===== src/rtl/nibble_serial_adder_if.sv =====
// rtl/nibble_serial_adder_if.sv - handshake and data bundle for nibble_serial_adder
//
// Purpose: groups the operand-side and result-side valid/ready channels.
//   slave  : adder view (accepts operands, produces the result)
//   master : producer/consumer view (drives operands, takes the result)
// Signals:
//   in_valid / in_ready    operand handshake
//   a, b, cin              operands and carry into bit 0
//   out_valid / out_ready  result handshake
//   sum, cout              registered result and carry out of bit WIDTH-1
//   ovf                    signed overflow, present only with SERIAL_ADD_OVF_EN
interface nibble_serial_adder_if #(
  parameter int WIDTH = 16
);
  logic             in_valid;
  logic             in_ready;
  logic [WIDTH-1:0] a;
  logic [WIDTH-1:0] b;
  logic             cin;
  logic             out_valid;
  logic             out_ready;
  logic [WIDTH-1:0] sum;
  logic             cout;
`ifdef SERIAL_ADD_OVF_EN
  logic             ovf;
`endif

  modport slave (
    input  in_valid, a, b, cin, out_ready,
`ifdef SERIAL_ADD_OVF_EN
    output ovf,
`endif
    output in_ready, out_valid, sum, cout
  );

  modport master (
    output in_valid, a, b, cin, out_ready,
`ifdef SERIAL_ADD_OVF_EN
    input  ovf,
`endif
    input  in_ready, out_valid, sum, cout
  );
endinterface


===== src/rtl/nibble_serial_adder.sv =====
// rtl/nibble_serial_adder.sv - WIDTH-bit adder processing one 4-bit lookahead nibble per clock
//
// Purpose: accepts a, b, cin on the operand handshake, adds them LSB nibble
//   first through a single 4-bit carry-lookahead slice with the carry held in
//   a flop between steps, then holds sum/cout until the result handshake.
//   Latency from accept edge to out_valid is WIDTH/4 cycles.
// Ports:
//   clk    rising-edge clock
//   rst_n  asynchronous active-low reset
//   bus    nibble_serial_adder_if.slave (in_valid/in_ready, a, b, cin,
//          out_valid/out_ready, sum, cout, ovf)
// Optional feature macro: SERIAL_ADD_OVF_EN adds the signed-overflow output ovf.
module nibble_serial_adder #(
  parameter int WIDTH = 16
) (
  input  logic                 clk,
  input  logic                 rst_n,
  nibble_serial_adder_if.slave bus
);
  localparam int NIB = WIDTH / 4;
  localparam int CW  = (NIB > 1) ? $clog2(NIB) : 1;

  typedef enum logic [1:0] {IDLE, RUN, DONE} state_t;

  state_t           state_q;
  state_t           state_d;
  logic [WIDTH-1:0] a_q;
  logic [WIDTH-1:0] b_q;
  logic [WIDTH-1:0] sum_q;
  logic             carry_q;
  logic [CW-1:0]    cnt_q;
`ifdef SERIAL_ADD_OVF_EN
  logic             ovf_q;
`endif

  logic             in_ready_c;
  logic             out_valid_c;
  logic             accept;
  logic             last;

  // 4-bit carry-lookahead slice on the low nibbles, fully expanded carries
  logic [3:0] g;
  logic [3:0] p;
  logic [3:0] s;
  logic       c1;
  logic       c2;
  logic       c3;
  logic       c4;

  assign g  = a_q[3:0] & b_q[3:0];
  assign p  = a_q[3:0] ^ b_q[3:0];
  assign c1 = g[0] | (p[0] & carry_q);
  assign c2 = g[1] | (p[1] & g[0]) | (p[1] & p[0] & carry_q);
  assign c3 = g[2] | (p[2] & g[1]) | (p[2] & p[1] & g[0])
            | (p[2] & p[1] & p[0] & carry_q);
  assign c4 = g[3] | (p[3] & g[2]) | (p[3] & p[2] & g[1])
            | (p[3] & p[2] & p[1] & g[0]) | (p[3] & p[2] & p[1] & p[0] & carry_q);
  assign s  = p ^ {c3, c2, c1, carry_q};

  assign accept = (state_q == IDLE) && bus.in_valid;
  assign last   = (state_q == RUN) && (cnt_q == CW'(NIB - 1));

  always_ff @(posedge clk or negedge rst_n) begin
    if (!rst_n) begin
      state_q <= IDLE;
    end else begin
      state_q <= state_d;
    end
  end

  // Handshake outputs decode from the state flops only
  always_comb begin
    state_d     = state_q;
    in_ready_c  = 1'b0;
    out_valid_c = 1'b0;
    case (state_q)
      IDLE: begin
        in_ready_c = 1'b1;
        if (bus.in_valid) state_d = RUN;
      end
      RUN: begin
        if (last) state_d = DONE;
      end
      DONE: begin
        out_valid_c = 1'b1;
        if (bus.out_ready) state_d = IDLE;
      end
      default: state_d = IDLE;
    endcase
  end

  always_ff @(posedge clk or negedge rst_n) begin
    if (!rst_n) begin
      a_q     <= '0;
      b_q     <= '0;
      sum_q   <= '0;
      carry_q <= 1'b0;
      cnt_q   <= '0;
`ifdef SERIAL_ADD_OVF_EN
      ovf_q   <= 1'b0;
`endif
    end else begin
      if (accept) begin
        a_q     <= bus.a;
        b_q     <= bus.b;
        carry_q <= bus.cin;
        cnt_q   <= '0;
      end else if (state_q == RUN) begin
        a_q     <= a_q >> 4;
        b_q     <= b_q >> 4;
        // Nibble sums enter at the top so the LSB nibble ends at bit 0
        sum_q   <= (sum_q >> 4) | (WIDTH'(s) << (WIDTH - 4));
        carry_q <= c4;
        cnt_q   <= cnt_q + CW'(1);
`ifdef SERIAL_ADD_OVF_EN
        // Carry into vs. out of the MSB on the top nibble
        if (last) ovf_q <= c3 ^ c4;
`endif
      end
    end
  end

  assign bus.in_ready  = in_ready_c;
  assign bus.out_valid = out_valid_c;
  assign bus.sum       = sum_q;
  assign bus.cout      = carry_q;
`ifdef SERIAL_ADD_OVF_EN
  assign bus.ovf       = ovf_q;
`endif
endmodule

===== src/flat_wrapper.sv =====
// flat-port wrapper written by rule: the top's interface ports become plain ports
module nibble_serial_adder_flat 
#(
  parameter int WIDTH = 16
)
  (clk, rst_n, bus_in_valid, bus_a, bus_b, bus_cin, bus_out_ready, bus_in_ready, bus_out_valid, bus_sum, bus_cout);
  nibble_serial_adder_if #(.WIDTH(WIDTH)) bus_i ();
  input  logic clk;
  input  logic rst_n;
  input wire logic [$bits(bus_i.in_valid)-1:0] bus_in_valid;
  input wire logic [$bits(bus_i.a)-1:0] bus_a;
  input wire logic [$bits(bus_i.b)-1:0] bus_b;
  input wire logic [$bits(bus_i.cin)-1:0] bus_cin;
  input wire logic [$bits(bus_i.out_ready)-1:0] bus_out_ready;
  output wire logic [$bits(bus_i.in_ready)-1:0] bus_in_ready;
  output wire logic [$bits(bus_i.out_valid)-1:0] bus_out_valid;
  output wire logic [$bits(bus_i.sum)-1:0] bus_sum;
  output wire logic [$bits(bus_i.cout)-1:0] bus_cout;
  assign bus_i.in_valid = bus_in_valid;
  assign bus_i.a = bus_a;
  assign bus_i.b = bus_b;
  assign bus_i.cin = bus_cin;
  assign bus_i.out_ready = bus_out_ready;
  assign bus_in_ready = bus_i.in_ready;
  assign bus_out_valid = bus_i.out_valid;
  assign bus_sum = bus_i.sum;
  assign bus_cout = bus_i.cout;
  nibble_serial_adder #(.WIDTH(WIDTH)) u_core (.clk(clk), .rst_n(rst_n), .bus(bus_i));
endmodule

===== config.mk =====
export PLATFORM = sky130hd
export DESIGN_NAME = nibble_serial_adder_flat
export DESIGN_NICKNAME = d
export VERILOG_FILES = /design/src/rtl/nibble_serial_adder_if.sv /design/src/rtl/nibble_serial_adder.sv /design/src/flat_wrapper.sv
export SDC_FILE = /design/constraint.sdc
export NUM_CORES = 1
export LEC_CHECK = 0
export ABC_AREA = 1
export CORE_MARGIN = 2
export CORE_UTILIZATION = 49
export DETAILED_ROUTE_END_ITERATION = 12
export PLACE_DENSITY = 0.79
export RECOVER_POWER = 100
export SLEW_MARGIN = 20
export SYNTH_ARGS = -nofsm -noshare
export SYNTH_HDL_FRONTEND = slang
export SYNTH_SLANG_ARGS = --single-unit

===== constraint.sdc =====
create_clock -name clk -period 1.9 [get_ports clk]
set_input_delay 0.475 -clock clk [delete_from_list [all_inputs] [get_ports clk]]
set_output_delay 0.475 -clock clk [all_outputs]
set_load 0.01 [all_outputs]

Word level (Yosys, flattened, before mapping)
Cells that the tools add are included.
{"block": "word_totals", "rom_bits": 0, "latch_bits": 0, "in_bits": 37, "n_memories": 0, "ramBits": 0, "register_bits": 53}
{"block": "classes", "multipliers": 0, "div": 0, "eq_ne": 6, "magnitude_cmp": 0, "bitwise_logic": 31, "shift": 0, "reduce_logical": 6, "n_mux": 14, "addsub": 1}
{"op": "two-way mux 16 bit", "count": 4}
{"op": "bitwise AND 1 bit", "count": 16}
{"op": "bitwise OR 12 x 16 -> 16 bit", "count": 1}
{"op": "two-way mux 2 bit", "count": 5}
{"op": "bitwise OR 1 bit", "count": 10}
{"op": "bitwise XOR 4 bit", "count": 2}
{"op": "one-hot mux 2 bit (3 select lines)", "count": 1}
{"op": "bitwise AND 4 bit", "count": 1}
{"op": "== test 2 bit, second input constant", "count": 2}
{"op": "two-way mux 1 bit", "count": 4}
{"op": "inequality test 2 bit, second input constant", "count": 2}
{"op": "AND reduction 3 bit", "count": 1}
{"op": "adder 2 x 1 -> 2 bit, second input constant", "count": 1}
{"op": "== test 2 x 1 -> 1 bit, second input constant", "count": 1}
{"op": "logical AND 1 bit", "count": 2}
{"op": "logical NOT 2 bit", "count": 1}
{"op": "inequality test 2 x 1 -> 1 bit, second input constant", "count": 1}
{"op": "AND reduction 2 bit", "count": 1}
{"op": "nonzero test 2 bit", "count": 1}
{"op": "NOT 1 bit", "count": 1}

Longest topological paths before layout
{"block": "depth", "ltp_word": 8, "mapped_depth": 8, "mapped_depth_nobuf": 8}

Least setup slack after synthesis
No wires, ideal clock.
{"block": "synth_path", "kind": "register -> register", "startpoint": "register u_core.b_q[1]", "endpoint": "register u_core.carry_q (netlist: u_core.bus.cout)", "setup_slack_ps": 495, "stages_incl_launch_ff": 7, "required_time_ps": 1777, "t_arrival_ps": 1282, "cell_sequence": "dfrtp_1 ha_1 or2_2 nand2_1 nor2_1 o21ai_0 nand2_1"}
{"block": "synth_between", "elab_chain_len": 7, "elab_cells_between_ends": 12, "cone_classes": "mux: 2; bitwise: 10"}
{"element": "from (decl)", "line": "nibble_serial_adder.sv:28", "source": "logic [WIDTH-1:0] b_q;"}
{"element": "from (signal assigned)", "line": "nibble_serial_adder.sv:105", "source": "b_q <= bus.b;"}
{"element": "from (signal assigned)", "line": "nibble_serial_adder.sv:110", "source": "b_q <= b_q >> 4;"}
{"element": "bitwise AND 4 bit or bitwise XOR 4 bit (tied branches)", "line": "nibble_serial_adder.sv:50, nibble_serial_adder.sv:51"}
{"element": "bitwise AND 1 bit (on tied branches)", "line": "nibble_serial_adder.sv:56, nibble_serial_adder.sv:57"}
{"element": "bitwise OR 1 bit or bitwise AND 1 bit (tied branches)", "line": "nibble_serial_adder.sv:56, nibble_serial_adder.sv:57"}
{"element": "bitwise OR 1 bit or bitwise AND 1 bit (tied branches)", "line": "nibble_serial_adder.sv:57", "source": "| (p[3] & p[2] & p[1] & g[0]) | (p[3] & p[2] & p[1] & p[0] & carry_q);"}
{"element": "bitwise OR 1 bit (*)", "line": "nibble_serial_adder.sv:57"}
{"element": "two-way mux 1 bit (*)", "line": "nibble_serial_adder.sv:108", "source": "end else if (state_q == RUN) begin"}
{"element": "two-way mux 1 bit (*)", "line": "nibble_serial_adder.sv:103", "source": "if (accept) begin"}
{"element": "to (signal assigned)", "line": "nibble_serial_adder.sv:106", "source": "carry_q <= bus.cin;"}
{"element": "to (decl)", "line": "nibble_serial_adder.sv:30", "source": "logic carry_q;"}
Mark *: on every way between the ends. The rest lies on a longest branch, timed or not. The select of a mux whose other input is x is not followed.
A chain may end at the register's enable or synchronous reset.

Worst setup path after layout
{"block": "layout_path", "startpoint": "register u_core.sum_q[12] (netlist: u_core.bus.sum[12])", "endpoint": "output port bus_sum[12]"}
{"element": "from (decl)", "line": "nibble_serial_adder.sv:29", "source": "logic [WIDTH-1:0] sum_q;"}
{"element": "from (signal assigned)", "line": "nibble_serial_adder.sv:112", "source": "sum_q <= (sum_q >> 4) | (WIDTH'(s) << (WIDTH - 4));"}
{"element": "to (decl)", "line": "flat_wrapper.sv:17", "source": "output wire logic [$bits(bus_i.sum)-1:0] bus_sum;"}
No word-level cell between the ends.

==> flow_summary.json <==
{
  "outcome": "complete, no violations",
  "met3_usage": 0.0488,
  "drc": 0,
  "drtAntennaViolNets": 0,
  "cts_tree": "done",
  "clock-sinks": 53,
  "place_area_sq_mm": 0.00297,
  "power-per-cell-area_mw_per_mm2": 1670,
  "drt_first_pass_iters": 4,
  "finalSetupViolations": 0,
  "r2r_cells": 5,
  "p_switching_mw": 2.03,
  "critPathKind": "register to output pin",
  "power_frac_seq": 0.383,
  "final_cell_mix": "nand2_1, dfrtp_1, clkdlybuf4s50_1",
  "synth-compound-area-share": 0.123,
  "cp_max_fo": 3,
  "grt_pass1_wl_mm": 8.26,
  "min_period_ns": 1.80,
  "clock.fmax_mhz": 555,
  "pwr-share-clk": 0.151,
  "critPathArrivalTime_ns": 1.33,
  "critical_path.top_delay_family": "buffers and inverters",
  "area_growth_pct": 27.2,
  "ctsHoldBuffers": 0,
  "syn-num-nets": 299,
  "post-place-ws_ns": 0.207,
  "num_rows": 25,
  "finalSetupTns_ns": 0,
  "vias": 1900,
  "cts_root_buffer": "clkbuf_8",
  "grt_max_degree": 34,
  "final_core_util": 0.649,
  "cp_cell_sequence": "dlygate4sd3_1",
  "synth_top_family_by_area": "simple AND/OR/NAND/NOR gates",
  "fill_cells": 380,
  "overflow": 0,
  "core_area_sq_mm": 0.00472,
  "grt_pass1_vias": 1871,
  "r2r-end": "u_core.a_q[2]",
  "yosys.area_share.simple": 0.203,
  "path_buf_inv": 1,
  "rsz0062_at_grt": "false",
  "synth_area_sq_mm": 0.00241,
  "synth_fa_ha_area_frac": 0.0343,
  "met2_usage": 0.326,
  "gp_congestion": 0.793,
  "top_usage_layer": "met2",
  "power_mw": 5.11,
  "combPwrFrac": 0.466,
  "wire_per_inst_um": 12.5,
  "internal-power_mw": 3.07,
  "antenna_cells": 0,
  "period_share": 0.948,
  "worst_slack_ns": 0.0989,
  "hold_viol": 0,
  "numPortBuffers": 55,
  "final_nets": 352,
  "r2r_slack_ns": 0.31,
  "reg2reg_from": "u_core.state_q[0]",
  "synth_xor_xnor_area_share": 0.00364,
  "max_stage_delay_ns": 0.61,
  "worstSkewPairLatency_ns": 0.30,
  "layout_commonest_cell": "nand2_1",
  "drt-total-wl_mm": 4.70,
  "ios": 56,
  "clkSlewWorstSetupHoldPaths_ns": 0.09,
  "dieHeight_um": 74.1,
  "htreeDepth": 2,
  "die_x_um": 74.1,
  "worst_pin_slew_ns": 1.12,
  "ys_types": 27,
  "critPathLaunchType": "register",
  "swShare": 0.398,
  "slew_viol_final": 0,
  "dieArea_sq_mm": 0.00549,
  "dp.final_hpwl_mm": 3.28,
  "slowest_stage": "dlygate4sd3_1",
  "grt_usage": 0.197,
  "required_ns": 1.42,
  "start_util": 0.510,
  "leakage_nw": 1.46,
  "grt_use_met1": 0.248,
  "drive_gt1_frac": 0.0581,
  "ys_ff_latch": 53,
  "crit_path_end_kind": "output pin",
  "muxShareOfSynthArea": 0,
  "clockBufferDepth": 2,
  "fin_area_sq_mm": 0.00306,
  "hold_class": "input port to async pin",
  "synth-seq-area-share": 0.551,
  "syn_area_per_cell_sq_um": 9.41,
  "numCtsBuffers": 5,
  "cap_viol_max_count": 0,
  "clock_skew_ns": 0.00493,
  "vias_per_cell": 5.04,
  "slew_headroom": 0.250,
  "antenna_found_initial": 0,
  "netlist_instances": 256,
  "yosysWarnings": 0,
  "first_iter_violations": 108,
  "peakVddDrop_mv": 0.661
}
[cells by family after synthesis]
| kind of cell | Yosys count |
|---|---|
| adder cells (fa/ha/maj) | 6 |
| XOR/XNOR | 1 |
| AND/OR/NAND/NOR | 118 |
| AO/OA/AOI/OAI | 43 |
| flip-flops | 53 |
| buffers and inverters | 35 |
[repair_timing]
item                                    4_1_cts  5_1_grt
endpoints found under the hold margin         0        0
resized for setup                             3        0
endpoints found under the setup margin        2        0
setup buffers                                 1        0
[metrics by stage]
stage / hold slack [ns] / std cells
final: 0.362 / 377
after global routing: 0.455 / 377
after CTS: 0.138 / 377
after detailed placement: 0.464 / 368
after global placement: 0.455 / 368
after floorplan: 0.179 / 256
[power by group through the flow]
stage / Sequential [mW] / Combinational [mW] / Clock [mW]
5_1_grt: 2.02 / 2.73 / 0.826
3_5_place_dp: 1.99 / 2.48 / 0
2_1_floorplan: 2.01 / 1.82 / 0
6_report: 1.96 / 2.38 / 0.771
4_1_cts: 1.97 / 2.50 / 0.790
3_3_place_gp: 1.97 / 2.40 / 0
[state kept, by name, summed over array words and instances (netlist names)]
register and flops:
u_core.b_q 16, u_core.bus.sum 16, u_core.bus.cout 1, u_core.a_q 16, u_core.state_q 2, u_core.cnt_q 2
[how the worst max path moves through the flow]
| stage | start | endpoint | slack (ns) | depth (start not counted) |
|---|---|---|---|---|
| after floorplan | u_core.b_q[1] | u_core.bus.cout | 0.50 | 6 |
| after global placement | bus_in_valid | u_core.b_q[13] | 0.23 | 5 |
| after detailed placement | bus_in_valid | u_core.b_q[14] | 0.21 | 5 |
| after CTS | u_core.bus.cout | bus_cout | 0.11 | 1 |
| after global routing | u_core.state_q[1] | bus_in_ready | 0.05 | 3 |
| final | u_core.bus.sum[12] | bus_sum[12] | 0.1 | 1 |
[cell usage after synthesis]
library cell / instances / area share
nand2_1: 97 / 0.15
dfrtp_1: 53 / 0.55
inv_1: 19 / 0.030
o211ai_1: 14 / 0.044
o21ai_0: 10 / 0.021
nand3_1: 9 / 0.019
a22o_1: 7 / 0.025
buf_6: 7 / 0.033
nor2_1: 6 / 0.0093
ha_1: 5 / 0.026
o21ai_1: 4 / 0.0083
a21oi_1: 3 / 0.0062
buf_4: 3 / 0.0093
nand2_4: 3 / 0.014
buf_2: 2 / 0.0042
inv_2: 2 / 0.0031
o221ai_1: 2 / 0.0073
a22oi_1: 1 / 0.0031
a22oi_2: 1 / 0.0052
fa_1: 1 / 0.0083
inv_4: 1 / 0.0026
inv_6: 1 / 0.0036
nand4_1: 1 / 0.0026
nor2_4: 1 / 0.0047
o31ai_1: 1 / 0.0031
or2_2: 1 / 0.0026
xor2_1: 1 / 0.0036
[per-layer routing]
| metal | vias to the layer above | wire length (um) |
|---|---|---|
| met3 | 12 | 184 |
| met1 | 895 | 2100 |
| met2 | 55 | 2320 |
| li1 | 938 | - |
| met4 | 0 | 102 |
| met5 | - | 0 |
[cell type report]
class | instances | area, sq um | area share
multi-input cells | 168 | 870 | 0.284
flip-flops and latches | 53 | 1330 | 0.433
inverters | 23 | 91.3 | 0.0298
well taps | 67 | 83.8 | 0.0274
clock buffers | 7 | 86.3 | 0.0282
clock inverters | 1 | 30.0 | 0.00980
repair buffers | 58 | 577 | 0.188
No activity file was read; power rests on OpenSTA's default activity.
